[src/rtl/sniffer_pkg.sv]
// Shared definitions for the capture-path writer: writer states and the
// xorshift16 test-pattern generator step.
package sniffer_pkg;

    // Seed of the test-pattern generator; every test run starts from here.
    localparam logic [15:0] RNG_SEED = 16'h6C41;

    // State encoding of the slave FIFO writer.
    localparam logic [1:0] ST_IDLE   = 2'd0;
    localparam logic [1:0] ST_STREAM = 2'd1;
    localparam logic [1:0] ST_TEST   = 2'd2;
    localparam logic [1:0] ST_PKTEND = 2'd3;

    typedef enum logic [1:0] {
        IDLE   = ST_IDLE,
        STREAM = ST_STREAM,
        TEST   = ST_TEST,
        PKTEND = ST_PKTEND
    } writer_state_t;

    // One xorshift16 step: x ^= x << 7; x ^= x >> 9; x ^= x << 8.
    function automatic logic [15:0] rng_next(input logic [15:0] x);
        logic [15:0] y;
        y = x ^ (x << 7);
        y = y ^ (y >> 9);
        y = y ^ (y << 8);
        return y;
    endfunction

endpackage

[src/rtl/xorshift16_gen.sv]
// Holds the test-pattern generator state; can be reloaded to the seed or
// advanced by one xorshift16 step per cycle.
module xorshift16_gen
    import sniffer_pkg::*;
(
    input  logic        clk_i,
    input  logic        reset_n_i,
    input  logic        load_i,
    input  logic        step_i,
    output logic [15:0] value_o
);

    // Generator register: seed on reset or reload, otherwise step on request.
    always_ff @(posedge clk_i or negedge reset_n_i) begin
        if (!reset_n_i) begin
            value_o <= RNG_SEED;
        end else if (load_i) begin
            value_o <= RNG_SEED;
        end else if (step_i) begin
            value_o <= rng_next(value_o);
        end
    end

endmodule

[src/rtl/slave_fifo_writer.sv]
// Drains capture words from the CDC FIFO into the USB controller slave FIFO,
// committing short packets with pktend on idle timeout or flush, or streams
// a xorshift16 pattern in test mode.
module slave_fifo_writer
    import sniffer_pkg::*;
#(
    parameter int W            = 16,
    parameter int PKT_WORDS    = 256,
    parameter int IDLE_TIMEOUT = 4096
) (
    input  logic         clk_i,
    input  logic         reset_n_i,
    input  logic         test_i,
    input  logic         flush_i,
    input  logic [W-1:0] fifo_data_i,
    input  logic         fifo_valid_i,
    output logic         fifo_rd_o,
    input  logic         flagb_i,
    output logic         slwr_o,
    output logic         pktend_o,
    output logic [W-1:0] fd_o,
    output logic [31:0]  words_o
);

    localparam int PW = $clog2(PKT_WORDS);
    localparam int IW = $clog2(IDLE_TIMEOUT);
    localparam logic [IW-1:0] IDLE_LAST = IW'(IDLE_TIMEOUT - 1);

    writer_state_t state;
    writer_state_t state_next;

    logic [PW-1:0] pkt_cnt;
    logic [IW-1:0] idle_cnt;
    logic          pend;
    logic [15:0]   rng_value;

    logic accept;
    logic test_write;
    logic timeout_hit;
    logic pend_set;
    logic pktend_fire;
    logic rng_load;

    xorshift16_gen u_rng (
        .clk_i     (clk_i),
        .reset_n_i (reset_n_i),
        .load_i    (rng_load),
        .step_i    (test_write),
        .value_o   (rng_value)
    );

    // State register.
    always_ff @(posedge clk_i or negedge reset_n_i) begin
        if (!reset_n_i) begin
            state <= IDLE;
        end else begin
            state <= state_next;
        end
    end

    // Next state and per-cycle control: a packet is committed only once no word
    // is being accepted, so the last accepted word's write always precedes pktend.
    always_comb begin
        state_next  = state;
        accept      = 1'b0;
        test_write  = 1'b0;
        timeout_hit = 1'b0;
        pend_set    = 1'b0;
        pktend_fire = 1'b0;
        rng_load    = 1'b0;
        case (state)
            IDLE: begin
                state_next = test_i ? TEST : STREAM;
            end
            STREAM: begin
                accept      = fifo_valid_i && !flagb_i && !pend && !test_i;
                timeout_hit = (pkt_cnt != '0) && (idle_cnt == IDLE_LAST) && !accept;
                pend_set    = flush_i || timeout_hit;
                if (!accept) begin
                    if (pend || pend_set || (test_i && (pkt_cnt != '0))) begin
                        state_next = PKTEND;
                    end else if (test_i) begin
                        state_next = IDLE;
                    end
                end
            end
            TEST: begin
                if (!test_i) begin
                    state_next = IDLE;
                    rng_load   = 1'b1;
                end else begin
                    test_write = !flagb_i;
                end
            end
            PKTEND: begin
                if (!flagb_i) begin
                    pktend_fire = 1'b1;
                    state_next  = IDLE;
                end
            end
            default: begin
                state_next = IDLE;
            end
        endcase
    end

    assign fifo_rd_o = accept;

    // Registered slave FIFO interface and running word count.
    always_ff @(posedge clk_i or negedge reset_n_i) begin
        if (!reset_n_i) begin
            slwr_o   <= 1'b0;
            pktend_o <= 1'b0;
            fd_o     <= '0;
            words_o  <= '0;
        end else begin
            slwr_o   <= accept || test_write;
            pktend_o <= pktend_fire;
            if (accept) begin
                fd_o <= fifo_data_i;
            end else if (test_write) begin
                fd_o <= W'(rng_next(rng_value));
            end
            if (accept || test_write) begin
                words_o <= words_o + 32'd1;
            end
        end
    end

    // Packet bookkeeping: word count within the packet, idle timer and pending commit.
    always_ff @(posedge clk_i or negedge reset_n_i) begin
        if (!reset_n_i) begin
            pkt_cnt  <= '0;
            idle_cnt <= '0;
            pend     <= 1'b0;
        end else begin
            if (pktend_fire) begin
                pkt_cnt <= '0;
            end else if (accept) begin
                pkt_cnt <= pkt_cnt + PW'(1);
            end

            if ((state != STREAM) || accept || (pkt_cnt == '0)) begin
                idle_cnt <= '0;
            end else if (idle_cnt != IDLE_LAST) begin
                idle_cnt <= idle_cnt + IW'(1);
            end

            if (pktend_fire) begin
                pend <= 1'b0;
            end else if (pend_set) begin
                pend <= 1'b1;
            end
        end
    end

endmodule
[config.mk]
export PLATFORM = sky130hd
export DESIGN_NAME = slave_fifo_writer
export DESIGN_NICKNAME = d
export VERILOG_FILES = /design/src/rtl/sniffer_pkg.sv /design/src/rtl/xorshift16_gen.sv /design/src/rtl/slave_fifo_writer.sv
export SDC_FILE = /design/constraint.sdc
export NUM_CORES = 1
export LEC_CHECK = 0
export ABC_AREA = 1
export BUFFER_PORTS_ARGS = -buffer_cell sky130_fd_sc_hd__buf_2
export CORE_AREA = 5 5 90 112
export CTS_BUF_LIST = sky130_fd_sc_hd__clkbuf_8
export DETAILED_ROUTE_END_ITERATION = 7
export DIE_AREA = 0 0 95 117
export PLACE_DENSITY = 0.76
export SYNTH_ARGS = -nofsm -noshare
export SYNTH_HDL_FRONTEND = slang
export SYNTH_SLANG_ARGS = --single-unit
[constraint.sdc]
create_clock -name clk_i -period 1.7 [get_ports clk_i]
set_clock_uncertainty 0.2 [all_clocks]
set_input_delay 0.34 -clock clk_i [delete_from_list [all_inputs] [get_ports clk_i]]
set_output_delay 0.34 -clock clk_i [all_outputs]
set_load 0.02 [all_outputs]
# --- After elaboration in Yosys (flattened, before gate mapping) ---
# Cells that the tools add are included.
classes:
  bitwise_logic: 3
  n_reduce_logical: 25
  n_eq_ne: 10
  mux: 24
  n_addsub: 3
ops:
  columns: ["op", "n"]
  rows:
  - ["$mux 16", 3]
  - ["$add 32x1->32 const B", 1]
  - ["$xor 16x16->16", 2]
  - ["$mux 12", 2]
  - ["$mux 8", 2]
  - ["$xor 16x7->16", 1]
  - ["$add 12x1->12 const B", 1]
  - ["$eq 12x12->1 const B", 1]
  - ["$mux 2", 6]
  - ["$ne 12x12->1 const B", 1]
  - ["$mux 1", 10]
  - ["$reduce_bool 2->1", 5]
  - ["$add 8x1->8 const B", 1]
  - ["$logic_not 8->1", 1]
  - ["$pmux 2 s4", 1]
  - ["$reduce_bool 8->1", 1]
  - ["$logic_and 1x1->1", 6]
  - ["$logic_or 1x1->1", 6]
  - ["$ne 2x2->1 const B", 3]
  - ["$eq 2x2->1 const B", 2]
  - ["$logic_not 1->1", 4]
  - ["$reduce_and 4->1", 1]
  - ["$ne 3x3->1 const B", 1]
  - ["$eq 2x1->1 const B", 1]
  - ["other kinds (2)", 2]
word_totals:
  ff_bits: 89
  wordCells: 74
  output_inout_bits: 51

# --- Depth between registers and ports, before layout ---
# Gate-level depths: netlist of run 1.
logic_depth:
  depth_word: 12
  ltp_mapped: 11
  depth_no_buf: 11

# --- Modules after synthesis ---
# A second synthesis of run 1 with hierarchy kept.
hier_totals:
  hier_cells: 630
  hier_area_um2: 4991.0
modules_own_cells:
  columns: ["mod", "cells_per_inst", "area_per_inst_um2", "n_inst", "seq_area_each_um2"]
  rows:
  - ["slave_fifo_writer", 477, 3957.5, 1, 1826.8]
  - ["xorshift16_gen", 153, 1033.5, 1, 407.9]

# --- Least setup slack after synthesis of run 1 ---
# OpenSTA, ideal clock, no wires.
synth_path:
  kind: "register to register"
  start: "register words_o[0]"
  end: "register words_o[26]"
  period_less_slack_ps: 1879
  arrival_ps: 1547
  path_buffers: 0
  slack_ps: -179
  path_stages_with_launch: 10
  path_cell_list: "dfrtp_1 -> ha_1 -> nand3_1 -> nor2_2 -> nand2_1 -> nor2_1 -> nand2_1 -> nor2_2 -> nand2_1 -> xnor2_1"
synth_between:
  elab_chain_cells: 1
synth_rtl:
  columns: ["item", "line", "text"]
  rows:
  - ["start, declared", "slave_fifo_writer.sv:22", "output logic [31:0] words_o"]
  - ["start signal, assigned", "slave_fifo_writer.sv:125", "words_o <= words_o + 32'd1;"]
  - ["$add 32x1->32", "slave_fifo_writer.sv:125", null]
# Every way passes these cells.
# A chain may end at the register's enable or synchronous reset.

# --- Worst setup path after layout of run 1 ---
layout_path:
  start: "register pend"
  end: "register words_o[12]"
layout_between:
  elab_chain_cells: 5
layout_rtl:
  columns: ["item", "line", "text"]
  rows:
  - ["start, declared", "slave_fifo_writer.sv:34", "logic pend;"]
  - ["start signal, assigned", "slave_fifo_writer.sv:135", "pend <= 1'b0;"]
  - ["start signal, assigned", "slave_fifo_writer.sv:150", "pend <= 1'b0;"]
  - ["start signal, assigned", "slave_fifo_writer.sv:152", "pend <= 1'b1;"]
  - ["$logic_not 1->1", "slave_fifo_writer.sv:76", "accept = fifo_valid_i && !flagb_i && !pend && !test_i;"]
  - ["$logic_and 1x1->1 (2 in series)", "slave_fifo_writer.sv:76", null]
  - ["$mux 1", "slave_fifo_writer.sv:71", "case (state)"]
  - ["$logic_or 1x1->1", "slave_fifo_writer.sv:124", "if (accept || test_write) begin"]
# Every way passes these cells.

==> results of run 1 <==
layer usage:
| metal | track usage, % | up-vias |
|---|---|---|
| met5 | 0 | - |
| met4 | 10.01 | 0 |
| met3 | 3.900 | 64 |
| met2 | 38.90 | 216 |
| met1 | 26.41 | 2238 |
| li1 | - | 2082 |
sequential cells by signal, indices dropped and copies added (netlist names):
name / count
idle_cnt: 12
pktend_o: 1
state: 2
pend: 1
words_o: 32
slwr_o: 1
u_rng.value_o: 16
pkt_cnt: 8
fd_o: 16
per-stage QoR:
stage | utilization, % | hold slack (ps) | total power, uW | setup TNS [ps] | cell area [um^2]
floorplan | - | -155.6 | 4640 | -3.790 | 4611
global placement | 61.43 | 45.69 | 5479 | -76.83 | 5515
detailed placement | 61.43 | 39.62 | 5588 | -725.8 | 5515
CTS | 67.34 | 3.720 | 7371 | -310.6 | 6046
global route | 75.81 | -8.463 | 8529 | -4128 | 6807
finish | 75.81 | 11.53 | 8101 | -1024 | 6807
power by group through the flow:
| stage | Combinational (uW) | Sequential, uW | Clock, uW |
|---|---|---|---|
| floorplan | 1370 | 3270 | 0 |
| global placement | 2500 | 2980 | 0 |
| detailed placement | 2580 | 3000 | 0 |
| CTS | 2770 | 2980 | 1630 |
| global route | 3710 | 3100 | 1730 |
| finish | 3420 | 3050 | 1620 |
cells by family after synthesis:
family                   share of synthesized area [%]
AO/OA/AOI/OAI                                    6.072
XOR/XNOR                                         9.382
adder cells (fa/ha/maj)                          1.094
buffers and inverters                            5.388
flip-flops                                       48.85
AND/OR/NAND/NOR                                  29.21
repair_timing:
action | 4_1_cts | 5_1_grt
setup endpoints to repair | 24 | 65
pin swaps | 10 | 62
gates resized for setup | 32 | 140
endpoints found under the hold margin | 73 | 0
hold buffers | 13 | 0
setup buffers | 7 | 28
gates cloned | 1 | 2
layout make-up:
type	instances	area [um^2]	share of cell area [%]
timing repair buffer	176	1289	18.93
inverter	51	201.4	2.960
sequential	89	2242	32.94
clock inverter	7	93.84	1.379
clock buffer	9	123.9	1.820
tap	123	153.9	2.261
multi-input combinational	386	2703	39.71
worst max-delay path: cells and delay by family (launching register included):
family	cells	cell delay (ps)
buffers and inverters	2	210
AND/OR/NAND/NOR	8	740
flip-flops	1	400
XOR/XNOR	1	210
worst max path at each step:
stage | to | slack (ps) | cells after the start
3_3_place_gp | pkt_cnt[6] | -30 | 11
6_report | words_o[12] | -150 | 11
5_1_grt | words_o[31] | -250 | 7
3_5_place_dp | pkt_cnt[7] | -140 | 11
4_1_cts | fifo_rd_o | -90 | 6
2_1_floorplan | words_o[26] | -4 | 9
synth_stat cells:
library cell	instances
a211oi_1	2
a21boi_0	1
a21oi_1	23
a21oi_2	1
a31oi_1	2
buf_2	6
buf_4	1
buf_8	1
clkinv_1	2
dfrtp_1	83
dfstp_2	6
ha_1	4
inv_1	40
inv_2	8
inv_4	1
nand2_1	128
nand2_2	6
nand2_4	2
nand2_8	1
nand3_1	55
nand3_2	4
nand3b_1	1
nand4_1	10
nor2_1	41
nor2_2	8
nor2_4	5
nor3_1	8
nor3_2	4
nor4_1	1
o211a_1	1
o21ai_0	19
o21bai_1	1
o22ai_1	1
or2_2	7
xnor2_1	20
xor2_1	29
==> summary.md, run 1 <==
| Metric | Value |
|---|---|
| Critical-path maximum fanout | `6` |
| Via count | `4600` |
| Post-route insts no fill | `841` |
| Top-area cell type share of the netlist area | `45.40%` |
| Hold EP | `fd_o[14]` |
| Clock group share of total power | `20.0%` |
| Relative slew slack | `75.47%` |
| Drt pass-1 iters | `5` |
| Net Sw Frac | `39.56%` |
| Area growth syn-to-layout | `48.80%` |
| Final wirelength | `14310 um` |
| Initial DRC Count | `388` |
| Total grt overflow | `0` |
| Commonest non-fill, non-tap cell in the layout | `nand2_1` |
| Wire length on met2 | `7663 um` |
| Critical Path Source Type | `flop` |
| Place WS | `-141.4 ps` |
| Fillers | `575` |
| Worst Setup SP | `pend` |
| Largest net degree at the start of global routing | `30` |
| Syn Area/Cell | `8.582 um^2` |
| Die Wd | `95 um` |
| Crit. End Element | `flop` |
| PwrDens | `1190 mW/mm^2` |
| Sequential share of the synthesized area | `48.85%` |
| Commonest non-fill, non-tap cells in the layout | `nand2_1 (107), dfrtp_1 (77), buf_4 (75), buf_2 (71), nand3_1 (35)` |
| CTS max path bufs | `2` |
| Hold Path Cell Cnt | `3` |
| Crit-path cells | `inv_2 > nand2_2 > nor2_4 > nand2_4 > buf_6 > nand2_8 > nand2_4 > nor2_4 > nand2_2 > nor2_2 > xor2_1` |
| Cell taking the most area after synthesis | `dfrtp_1` |
| Int Power | `4897 uW` |
| Die area | `0.01112 mm^2` |
| Synth top area cells | `dfrtp_1 (45%), nand2_1 (11%), nand3_1 (6.0%)` |
| First-pass GRT wire length | `19530 um` |
| Routed wl met3 | `825 um` |
| Worst-Margin Slew | `365.1 ps` |
| Net count, final | `739` |
| Diodes inserted | `0` |
| Layout cell share with drive strength beyond 1 | `48.05%` |
| Final setup vio count | `21` |
| Fin crit share | `108.7%` |
| CTS sink cnt | `89` |
| Max stage delay cell, worst path | `dfrtp_1` |
| Fmax | `0.5413 GHz` |
| Clk_lat worst skew | `370 ps` |
| Core Region | `0.008979 mm^2` |
| Initial core utilization | `50.95%` |
| CTS tree | `done` |
| Kind of critical path | `flop to flop` |
| Dpl hpwl | `8229 um` |
| Depth of the most critical reg-to-reg path | `11` |
| Req. time, crit path | `1780 ps` |
| Synth Register Bits | `89` |
| Cells after synthesis | `533` |
| WL met1 | `5126 um` |
| Total track usage | `22.13%` |
| Yosys warns | `0` |
| Netlist Area Pre-Place | `0.004574 mm^2` |
| Syn Nets | `559` |
| Die height | `117 um` |
| Hold_sp | `fifo_data_i[14]` |
| Max Slew Vio Count | `0` |
| Fin crit period | `1848 ps` |
| Worst R2R End | `words_o[12]` |
| Sequential share of power | `37.7%` |
| DR vias/cell | `5.470` |
| H-tree depth | `3` |
| Max_cap viols | `0` |
| Comb pwr share | `42.3%` |
| Post-Place Cells | `774` |
| Violated checks | `setup timing` |
| Fin. Hold Viols | `0` |
| Antenna-violating nets left | `0` |
| Clk slew on worst S/H paths | `90 ps` |
| VDD IR max | `0.9290 mV` |
| Status | `finished with violations` |
| GP Congestion | `0.9137` |
| Drt wl/cell | `17.01 um` |
| Switch Pwr | `3205 uW` |
| Leak pwr | `0.003535 uW` |
| Setup ws final | `-147.5 ps` |
| Total CTS buffers | `9` |
| Slowest stage delay, CP | `400 ps` |
| Max layer used | `met4` |
| Slack of the worst reg-to-reg path | `-150 ps` |
| Input/output buffers | `72` |
| Worst EP arrival | `1920 ps` |
| Hold Crit Class | `input pin to flop` |
| Placement row count | `39` |
| Root Buffer Master | `clkbuf_8` |
| RSZ-0062 raised after global routing | `true` |
| Number of antenna violations at the first check in global routing | `0` |
| Post-synth cell types | `36` |
| DRC errors left | `0` |
| IO Pins | `73` |
| Critical R2R Launch | `pend` |
| Vias in the first global route | `4268` |
(Power assumes the default switching activity.)
==> inputs of run 2 (changes only) <==
Settings changed: ABC_AREA 1 to not set, CORE_AREA 5 5 90 112 to 5 5 87 109, DIE_AREA 0 0 95 117 to 0 0 92 114.
==> run 2 against run 1 <==
The run ends with hold timing, setup timing left. First-iteration DRC count fell by 31%. Maximum frequency decreased by 20%. Count of clock-buffer cells in the layout is 3 higher. Clock power about the same. Die area shrank 5.6%. Critical path depth shrank 2. Critical path type unchanged. Total power is 13% higher. Synthesized cell count down 24%. Routed wire length up 6.4%.
==> summary.md, run 2 <==
| Metric | Value |
|---|---|
| Max_cap viols | `0 (unchanged)` |
| Most common cell in the synthesized netlist | `dfrtp_1` |
| Comb pwr share | `48.6% (+6.3 points)` |
| DR vias/cell | `5.944 (+8.7%)` |
| Synth top area cells | `dfrtp_1 (48%), xnor2_1 (8.4%), xor2_1 (7.6%)` |
| Drt pass-1 iters | `5 (unchanged)` |
| Netlist Area Pre-Place | `0.004288 mm^2 (-6.3%)` |
| PwrDens | `1362 mW/mm^2 (+14%)` |
| Final wirelength | `15220 um (+6.4%)` |
| Total grt overflow | `0 (unchanged)` |
| Syn Area/Cell | `10.56 um^2 (+23%)` |
| Core Region | `0.008463 mm^2 (-5.7%)` |
| Status | `finished with violations` |
| Input/output buffers | `72 (unchanged)` |
| H-tree depth | `3 (unchanged)` |
| CTS max path bufs | `2 (unchanged)` |
| Placement row count | `38 (-2.6%)` |
| Leak pwr | `0.003316 uW (-6.2%)` |
| Worst EP arrival | `2420 ps (+500 ps)` |
| Net Sw Frac | `40.17% (+0.61 points)` |
| Commonest non-fill, non-tap cells in the layout | `dfrtp_1 (82), buf_4 (80), buf_2 (70), xor2_1 (34), xnor2_1 (32)` |
| Max stage delay cell, worst path | `or4b_4` |
| Clk slew on worst S/H paths | `100 ps (about the same)` |
| Worst-Margin Slew | `666.2 ps (+301.1 ps)` |
| FF/Latch Area | `0.002236 mm^2 (-0.28%)` |
| VDD IR max | `1.489 mV (+60%)` |
| Vias in the first global route | `4341 (+1.7%)` |
| Initial DRC Count | `266 (-31%)` |
| Fin. Hold Viols | `4 (+4)` |
| Sequential share of the synthesized area | `52.12% (+3.3 points)` |
| CTS tree | `done` |
| Layout cell share with drive strength beyond 1 | `49.75% (+1.7 points)` |
| Net count, final | `618 (-16%)` |
| Total CTS buffers | `9 (unchanged)` |
| Fillers | `456 (-21%)` |
| Crit. End Element | `flop` |
| Area growth syn-to-layout | `56.58%` |
| Top flop regs | `words_o: 32 flops, fd_o: 16 flops, u_rng.value_o: 16 flops` |
| Kind of critical path | `flop to flop` |
| Initial core utilization | `50.67% (-0.28 points)` |
| Final setup vio count | `85 (+300%)` |
| DRC errors left | `0 (unchanged)` |
| Diodes inserted | `0 (unchanged)` |
| Fmax | `0.4334 GHz (-20%)` |
| Slowest stage delay, CP | `540 ps (+140 ps)` |
| Crit-path cells | `or4b_4 > nor2_8 > buf_6 > nor2_4 > inv_4 > buf_6 > nand3_4 > nor4_4 > xor2_1` |
| Dpl hpwl | `7558 um (-8.2%)` |
| Synth Register Bits | `89 (unchanged)` |
| Setup ws final | `-607.2 ps (-459.6 ps)` |
| Root Buffer Master | `clkbuf_8` |
| Largest net degree at the start of global routing | `42 (+40%)` |
| Critical R2R Launch | `pend` |
| Fin Hold WS | `-10.97 ps (-22.50 ps)` |
| Worst path most repeated cell | `buf_6` |
| Clk_lat worst skew | `390 ps (+20 ps)` |
| Commonest non-fill, non-tap cell in the layout | `dfrtp_1` |
| RSZ-0062 raised after global routing | `true` |
| Yosys warns | `0 (unchanged)` |
| Post-synth ARST share | `100.0% (unchanged)` |
| Relative slew slack | `55.50% (-20 points)` |
| Crit-path leading delay family | `simple AND/OR/NAND/NOR gates` |
| Critical-path maximum fanout | `5 (-1)` |
| Violated checks | `hold timing, setup timing` |
| Total track usage | `25.01% (+2.9 points)` |
| Top reg by flops | `words_o` |
| Total Power | `9144 uW (+13%)` |
| Die Wd | `92 um (-3.2%)` |
| Design Area, Final | `0.006714 mm^2 (-1.4%)` |
| EDFF count, synth | `0 (unchanged)` |
| Die height | `114 um (-2.6%)` |
| IO Pins | `73 (unchanged)` |
| Placed cell area | `0.005394 mm^2 (-2.2%)` |
| Die area | `0.01049 mm^2 (-5.6%)` |
| Max Slew Vio Count | `0 (unchanged)` |
| Worst Setup SP | `pend` |
| Hold_sp | `fifo_data_i[8]` |
| Top-area cell type share of the netlist area | `48.44% (+3.0 points)` |
| Drt wl/cell | `21.84 um (+28%)` |
| Synth top cells by count | `dfrtp_1 (83), nor2_1 (45), xnor2_1 (41), xor2_1 (37), nand2_1 (29)` |
| Cells after synthesis | `406 (-24%)` |
| Sequential share of power | `33.6% (-4.1 points)` |
| Largest register FFs | `32 (unchanged)` |
| Post-synth cell types | `45 (+25%)` |
| Hold Crit Class | `input pin to flop` |
| Cell taking the most area after synthesis | `dfrtp_1` |
| Switch Pwr | `3673 uW (+15%)` |
| Antenna-violating nets left | `0 (unchanged)` |
| First-pass GRT wire length | `20620 um (+5.6%)` |
| Area occupied by multi-input gates | `0.002587 mm^2 (-4.3%)` |
| Critical Path Source Type | `flop` |
| Fin crit share | `135.7% (+27 points)` |
| Main flop type after synthesis | `dfrtp_1` |
| Fin crit period | `2307 ps (+459.6 ps)` |
| CTS sink cnt | `89 (unchanged)` |
| Syn Nets | `432 (-23%)` |
| Via count | `4143 (-9.9%)` |
| GP Congestion | `0.8378 (-8.3%)` |
| Req. time, crit path | `1810 ps (+30 ps)` |
| Number of antenna violations at the first check in global routing | `0 (unchanged)` |
| Int Power | `5471 uW (+12%)` |
| Clock group share of total power | `17.8% (-2.2 points)` |
| Critical path buffer and inverter count | `3 (+1)` |
-- run 2: kinds of logic after synthesis --
logic type               Yosys count  share of synthesized area (%)
buffers and inverters             26                          2.509
flip-flops                        89                          52.12
adder cells (fa/ha/maj)            4                          1.167
XOR/XNOR                          78                          15.93
multiplexers                       1                         0.2334
AO/OA/AOI/OAI                     55                          9.017
AND/OR/NAND/NOR                  153                          19.03
-- run 2: per-layer routing --
layer | share of wire [%] | up-vias | GRT usage, %
met4 | 6.4 | 0 | 15.56
met2 | 54 | 231 | 45.32
met1 | 33 | 2041 | 26.36
met5 | 0 | - | 0
li1 | - | 1789 | -
met3 | 6.0 | 82 | 5.145
-- run 2: power by group through the flow --
| stage | logic [uW] | clock network, uW | registers (uW) |
|---|---|---|---|
| floorplan | 1750 | 0 | 3260 |
| global placement | 3120 | 0 | 2970 |
| detailed placement | 3230 | 0 | 2990 |
| CTS | 3620 | 1590 | 2980 |
| global route | 4690 | 1720 | 3110 |
| finish | 4450 | 1620 | 3070 |
-- run 2: final timing paths --
path,endpoint,slack (ps),cells past startpoint
worst max-delay path,words_o[31],-610,9
worst min-delay path,fd_o[8],-10,2
worst max register to register,words_o[31],-610,9
worst min register to register,words_o[31],300,1
max in group asynchronous,u_rng.value_o[10],590,3
min in group asynchronous,fd_o[12],180,2
-- run 2: layout make-up --
type / count / area share (%)
clock inverter: 4 / 0.7454
multi-input combinational: 293 / 38.54
tap: 100 / 1.864
sequential: 89 / 33.30
clock buffer: 12 / 2.460
inverter: 8 / 0.4845
timing repair buffer: 191 / 22.61
-- run 2: stage by stage --
| step | worst slack [ps] | instances | util [%] | setup TNS, ps |
|---|---|---|---|---|
| finish | -607.2 | 697 | 79.33 | -25820 |
| global route | -660.5 | 697 | 79.33 | -29240 |
| CTS | -501.1 | 689 | 73.95 | -20060 |
| detailed placement | -619.9 | 644 | 63.73 | -27020 |
| global placement | -509.1 | 644 | 63.73 | -24850 |
| floorplan | -352.6 | 406 | - | -12230 |
-- run 2: what timing repair did --
| item | in CTS | in global routing |
|---|---|---|
| hold buffers | 8 | 0 |
| gates resized for setup | 83 | 85 |
| hold endpoints to repair | 94 | 0 |
| pin swaps | 33 | 53 |
| buffers inserted | 17 | 10 |
| setup endpoints to repair | 81 | 87 |
| gates cloned | 5 | 3 |
